### config.mk
export PLATFORM = sky130hd
export DESIGN_NAME = sram_bridge
export DESIGN_NICKNAME = d
export VERILOG_FILES = /design/src/rtl/sram_bridge.sv
export SDC_FILE = /design/constraint.sdc
export NUM_CORES = 1
export LEC_CHECK = 0
export ABC_AREA = 1
export ABC_CLOCK_PERIOD_IN_PS = 2800
export BUFFER_PORTS_ARGS = -buffer_cell sky130_fd_sc_hd__clkbuf_2
export CORE_MARGIN = 4
export CORE_UTILIZATION = 51
export DETAILED_ROUTE_END_ITERATION = 8
export PLACE_DENSITY_LB_ADDON = 0.3
export SKIP_CTS_REPAIR_TIMING = 1
export SLEW_MARGIN = 20
export SYNTH_ARGS = -nofsm -noshare
export SYNTH_HDL_FRONTEND = slang
export SYNTH_SLANG_ARGS = --single-unit
### constraint.sdc
create_clock -name clk_i -period 2.8 [get_ports clk_i]
set_input_delay 0.56 -clock clk_i [delete_from_list [all_inputs] [get_ports clk_i]]
set_output_delay 0.56 -clock clk_i [all_outputs]
set_load 0.01 [all_outputs]
### src/rtl/sram_bridge.sv
// rtl/sram_bridge.sv - Wishbone classic slave to async cellular RAM bridge
// Optional single-entry read buffer enabled by defining SRAM_BRIDGE_RDBUF_EN.
module sram_bridge #(
    parameter int WAIT_STATES = 4
) (
    input  logic        clk_i,
    input  logic        res_i,
    input  logic        cyc_i,
    input  logic        stb_i,
    input  logic        we_i,
    input  logic [14:0] adr_i,
    input  logic [1:0]  sel_i,
    input  logic [15:0] dat_i,
    output logic [15:0] dat_o,
    output logic        ack_o,
    output logic [14:0] sram_a_o,
    output logic [15:0] sram_d_o,
    input  logic [15:0] sram_d_i,
    output logic        sram_d_oe_o,
    output logic        sram_ce_no,
    output logic        sram_oe_no,
    output logic        sram_we_no,
    output logic        sram_lb_no,
    output logic        sram_ub_no,
    output logic        sram_adv_no,
    output logic        sram_clk_o,
    output logic        sram_cre_o
);

    typedef enum logic [2:0] {
        S_IDLE, S_RD, S_SETUP, S_WR, S_HOLD, S_ACK
    } state_t;

    localparam logic [3:0] WC_INIT = 4'(WAIT_STATES - 1);

    state_t      r_state;
    state_t      w_next;
    logic [3:0]  r_wc;
    logic [14:0] r_a;
    logic [15:0] r_d;
    logic [1:0]  r_sel;
    logic [15:0] r_dat;
    logic        r_ack;
    logic        r_abort;
    logic        r_ce_n, r_oe_n, r_we_n, r_lb_n, r_ub_n, r_d_oe;

    logic        w_req;
    logic        w_hit;
    logic        w_abort;
    logic        w_act;
    logic [1:0]  w_sel;

`ifdef SRAM_BRIDGE_RDBUF_EN
    logic        r_buf_valid;
    logic [14:0] r_buf_adr;
    logic [15:0] r_buf_dat;
    assign w_hit = r_buf_valid && (r_buf_adr == adr_i);
`else
    assign w_hit = 1'b0;
`endif

    assign w_req = (r_state == S_IDLE) && cyc_i && stb_i && !r_ack;
    // Once the master lets go of cyc_i, the access runs to completion but stays silent.
    assign w_abort = (r_state == S_IDLE) ? 1'b0 : (r_abort | ~cyc_i);
    assign w_sel   = (r_state == S_IDLE) ? sel_i : r_sel;

    always_comb begin
        w_next = r_state;
        case (r_state)
            S_IDLE:  if (w_req) w_next = we_i ? S_SETUP : (w_hit ? S_ACK : S_RD);
            S_RD:    if (r_wc == 4'd0) w_next = S_ACK;
            S_SETUP: w_next = S_WR;
            S_WR:    if (r_wc == 4'd0) w_next = S_HOLD;
            S_HOLD:  w_next = S_IDLE;
            S_ACK:   w_next = S_IDLE;
            default: w_next = S_IDLE;
        endcase
    end

    assign w_act = (w_next == S_RD) || (w_next == S_SETUP) ||
                   (w_next == S_WR) || (w_next == S_HOLD);

    // Pin registers are loaded from the next state so strobes align with the state they belong to.
    always_ff @(posedge clk_i or negedge res_i) begin
        if (!res_i) begin
            r_state <= S_IDLE;
            r_wc    <= 4'd0;
            r_a     <= '0;
            r_d     <= '0;
            r_sel   <= '0;
            r_dat   <= '0;
            r_ack   <= 1'b0;
            r_abort <= 1'b0;
            r_ce_n  <= 1'b1;
            r_oe_n  <= 1'b1;
            r_we_n  <= 1'b1;
            r_lb_n  <= 1'b1;
            r_ub_n  <= 1'b1;
            r_d_oe  <= 1'b0;
        end else begin
            r_state <= w_next;
            r_abort <= w_abort;
            if (w_req) begin
                r_a   <= adr_i;
                r_d   <= dat_i;
                r_sel <= sel_i;
                r_wc  <= WC_INIT;
            end else if ((r_state == S_RD || r_state == S_WR) && r_wc != 4'd0) begin
                r_wc <= r_wc - 4'd1;
            end
            r_ce_n <= ~w_act;
            r_oe_n <= ~(w_next == S_RD);
            r_we_n <= ~(w_next == S_WR);
            r_d_oe <= (w_next == S_SETUP) || (w_next == S_WR) || (w_next == S_HOLD);
            r_lb_n <= ~(w_act & w_sel[0]);
            r_ub_n <= ~(w_act & w_sel[1]);
            r_ack  <= ((w_next == S_HOLD) || (w_next == S_ACK)) & ~w_abort;
            if (r_state == S_RD && r_wc == 4'd0)
                r_dat <= sram_d_i;
`ifdef SRAM_BRIDGE_RDBUF_EN
            else if (w_req && !we_i && w_hit)
                r_dat <= r_buf_dat;
`endif
        end
    end

`ifdef SRAM_BRIDGE_RDBUF_EN
    always_ff @(posedge clk_i or negedge res_i) begin
        if (!res_i) begin
            r_buf_valid <= 1'b0;
            r_buf_adr   <= '0;
            r_buf_dat   <= '0;
        end else if (r_state == S_RD && r_wc == 4'd0) begin
            r_buf_valid <= 1'b1;
            r_buf_adr   <= r_a;
            r_buf_dat   <= sram_d_i;
        end else if (w_req && we_i && (adr_i == r_buf_adr)) begin
            r_buf_valid <= 1'b0;
        end
    end
`endif

    assign dat_o       = r_dat;
    assign ack_o       = r_ack;
    assign sram_a_o    = r_a;
    assign sram_d_o    = r_d;
    assign sram_d_oe_o = r_d_oe;
    assign sram_ce_no  = r_ce_n;
    assign sram_oe_no  = r_oe_n;
    assign sram_we_no  = r_we_n;
    assign sram_lb_no  = r_lb_n;
    assign sram_ub_no  = r_ub_n;
    assign sram_adv_no = 1'b0;
    assign sram_clk_o  = 1'b0;
    assign sram_cre_o  = 1'b0;

endmodule
==> results.tsv <==
stage	metric	value	unit
timing	maxSlewViolCount	0	
clock_tree	h-tree-depth	3	
drt	via_count	2213	
cells_and_area	areaGrowthSynthToFinish	28.3	%
critical_path	crit_start	r_state[1]	
floorplanning	num_rows	25	
timing	max_freq	580	MHz
drt	wl	5620	um
synthesis	synth.distinct_cells	23	
timing	tightest_slew	0.762	ns
place	gp_congestion	0.769	
cells_and_area	antenna_cells	0	
drt	drtPass1Iterations	4	
power	netSwitchingFraction	36.0	%
critical_path	cp_data_arrival_time	1.90	ns
clock_tree	tritoncts	done	
timing	period_minus_slack	1.73	ns
cells_and_area	ff_latch_area	1610	sq um
cells_and_area	fin_nets	459	
timing	setup_viol	0	
floorplanning	core	4850	sq um
synthesis	yosys_warnings	0	
clock_tree	cts.sinks	64	
floorplanning	dieWidth	79.9	um
critical_path	worstRegToRegCells	6	
drt	viasPerCell	4.66	
cells_and_area	fillers	391	
floorplanning	dieArea	6380	sq um
synthesis	netlist_instances	293	
synthesis	ys_seq_area_share	61.0	%
critical_path	start_kind	flip-flop	
hold_path	min_path_type	in2async	
power	power_frac_seq	43.3	%
place	hpwlAfterDp	4140	um
drt	drc_errors	0	
critical_path	critPathKind	reg2reg	
timing	rsz0062_at_grt	no	
clock_tree	clock_path_buffers	2	
global_routing	grt_overflow	0	
synthesis	synth_top_area_share	56.0	%
drt	ant_nets	0	
drt	drt-initial-drc-count	68	
power	p_switching	1280	uW
global_routing	track_usage	17.8	%
job	cap_violations	0	
place	postPlaceCellArea	3180	sq um
cells_and_area	design_area	3380	sq um
synthesis	syn_avg_cell_area	8.99	sq um
critical_path	cp.required	2.98	ns
power	power_frac_comb	35.0	%
critical_path	setup.worst_path.end	r_sel[0]	
clock_tree	cts_made_buffers	9	
critical_path	r2r_slack	1.07	ns
floorplanning	io_pins	111	
synthesis	synth_area_leaders	dfrtp_1 56%, nand2_1 20%, dfstp_2 5.0%	
power	p_clk_share	21.8	%
cells_and_area	drive_gt1_share	35.3	%
timing	hold_viol	0	
cells_and_area	multiInputGateArea	875	sq um
global_routing	grt_pass1_vias	1962	
clock_tree	path_clk_slew	0.06	ns
power	p_per_area	1050	nW/um^2
synthesis	syn_area	2640	sq um
drt	wl_per_cell	11.8	um
critical_path	r2r-start	r_state[1]	
timing	fin_tns_setup	0	ns
status	run_status	completed	
clock_tree	clock_latency	0.32	ns
timing	slew_headroom	49.2	%
place	portBuffers	107	
synthesis	synth_top_cell_by_area	dfrtp_1	
power	leakage	0.00199	uW
power	p_int	2270	uW
clock_tree	clockRootBuffer	clkbuf_8	
timing	clock_skew	0.00846	ns
floorplanning	start_util	54.3	%
critical_path	r2r_end	r_sel[0]	
critical_path	end_kind	flip-flop	
global_routing	grt_max_degree	65	
critical_path	worstPathMaxFanout	37	
power	ir_worst_vdd	526	uV
global_routing	antenna_found_initial	0	
synthesis	ys_seq_elements	64	
global_routing	grt_pass1_wl	8720	um
floorplanning	chipHeight	79.9	um
timing	period_share	61.6	%
## layout make-up
class	instances	share of cell area (%)
repair buffers	109	16.3
clock inverters	3	1.18
inverters	17	1.92
multi-input cells	202	25.9
flip-flops and latches	64	47.6
well taps	67	2.48
clock buffers	13	4.70
## worst max-delay path, stage by stage, from the launching register on
cell and delay [ns]:
dfrtp_1 0.44, inv_2 0.10, nand3_4 0.10, nor2_4 0.36, inv_2 0.35, nand2_1 0.14, o21ai_0 0.09
## how the worst min path moves through the flow
stage	from	endpoint	slack, ns
after CTS	dat_i[8]	sram_d_o[8]	0.42
after floorplan	res_i	ack_o	0.26
final	res_i	sram_d_oe_o	0.40
after detailed placement	sram_a_o[3]	sram_a_o[3]	0.46
after global placement	dat_o[3]	dat_o[3]	0.45
after global routing	adr_i[4]	sram_a_o[4]	0.43
## power by group through the flow
stage,registers [uW],logic [uW],clock network [uW]
final,1530,1240,772
after floorplan,1690,603,0
after global placement,1540,1220,0
after global routing,1580,1410,828
after CTS,1530,1270,791
after detailed placement,1540,1270,0
## cell usage in the layout, fill, tap and decap left out
cell / n
buf_4: 2
nor2_1: 8
ha_1: 2
nand2_2: 4
o21ai_0: 6
nand2_1: 143
xnor2_1: 1
nand3_4: 1
nor3_1: 1
conb_1: 3
dfrtp_1: 59
nand3_1: 23
clkbuf_8: 11
nand2_4: 1
nor2_4: 1
clkbuf_2: 107
nor2_2: 2
bufinv_16: 1
clkbuf_1: 2
inv_1: 10
dfstp_2: 5
inv_2: 6
a21oi_1: 4
clkinv_2: 3
nand3b_1: 2
## state kept, by name, indices dropped and copies added (netlist names), 2 cells and up
name / flops
dat_o: 16
sram_d_o: 16
sram_a_o: 15
r_wc: 4
r_state: 3
r_sel: 2
## through the flow
step	cells	worst slack, ns	hold slack, ns	total power (uW)	utilization (%)
CTS	475	1.04	0.423	3590	69.7
finish	475	1.07	0.401	3550	69.7
global route	475	0.895	0.429	3810	69.7
floorplan	295	1.54	0.264	2300	-
global placement	459	0.994	0.453	2770	65.6
detailed placement	459	0.936	0.458	2810	65.6
## per-layer routing
| metal | vias to the layer above | wire [um] | global-route usage (%) |
|---|---|---|---|
| li1 | 1115 | - | - |
| met1 | 987 | 2440 | 22.8 |
| met2 | 98 | 2590 | 27.6 |
| met3 | 13 | 471 | 4.63 |
| met4 | 0 | 122 | 9.29 |
| met5 | - | 0 | 0 |
## synth_stat cells
cell type	number
xnor2_1	1
inv_1	10
nor2_1	8
dfstp_2	5
nand2_4	1
clkinv_2	1
nor2_2	2
a21oi_1	4
nor2_4	1
buf_6	4
conb_1	1
nand3b_1	2
ha_1	2
buf_2	4
buf_4	4
nand2_1	143
nand3_4	1
o21ai_0	6
nand3_1	23
nand2_2	4
dfrtp_1	59
nor3_1	1
inv_2	6
## kinds of logic (layout without fill, tap and decap cells)
logic type / count (synthesis) / in the layout / share of synthesized area (%)
other: 1 / 3 / 0.142
and+or+nand+nor: 186 / 186 / 29.6
buffers and inverters: 29 / 142 / 6.08
AOI/OAI and AO/OA: 10 / 10 / 1.90
DFF: 64 / 64 / 61.0
xor gates and xnor gates: 1 / 1 / 0.332
adders and majority gates: 2 / 2 / 0.950
Note: power is estimated with default switching activity, not from simulation.
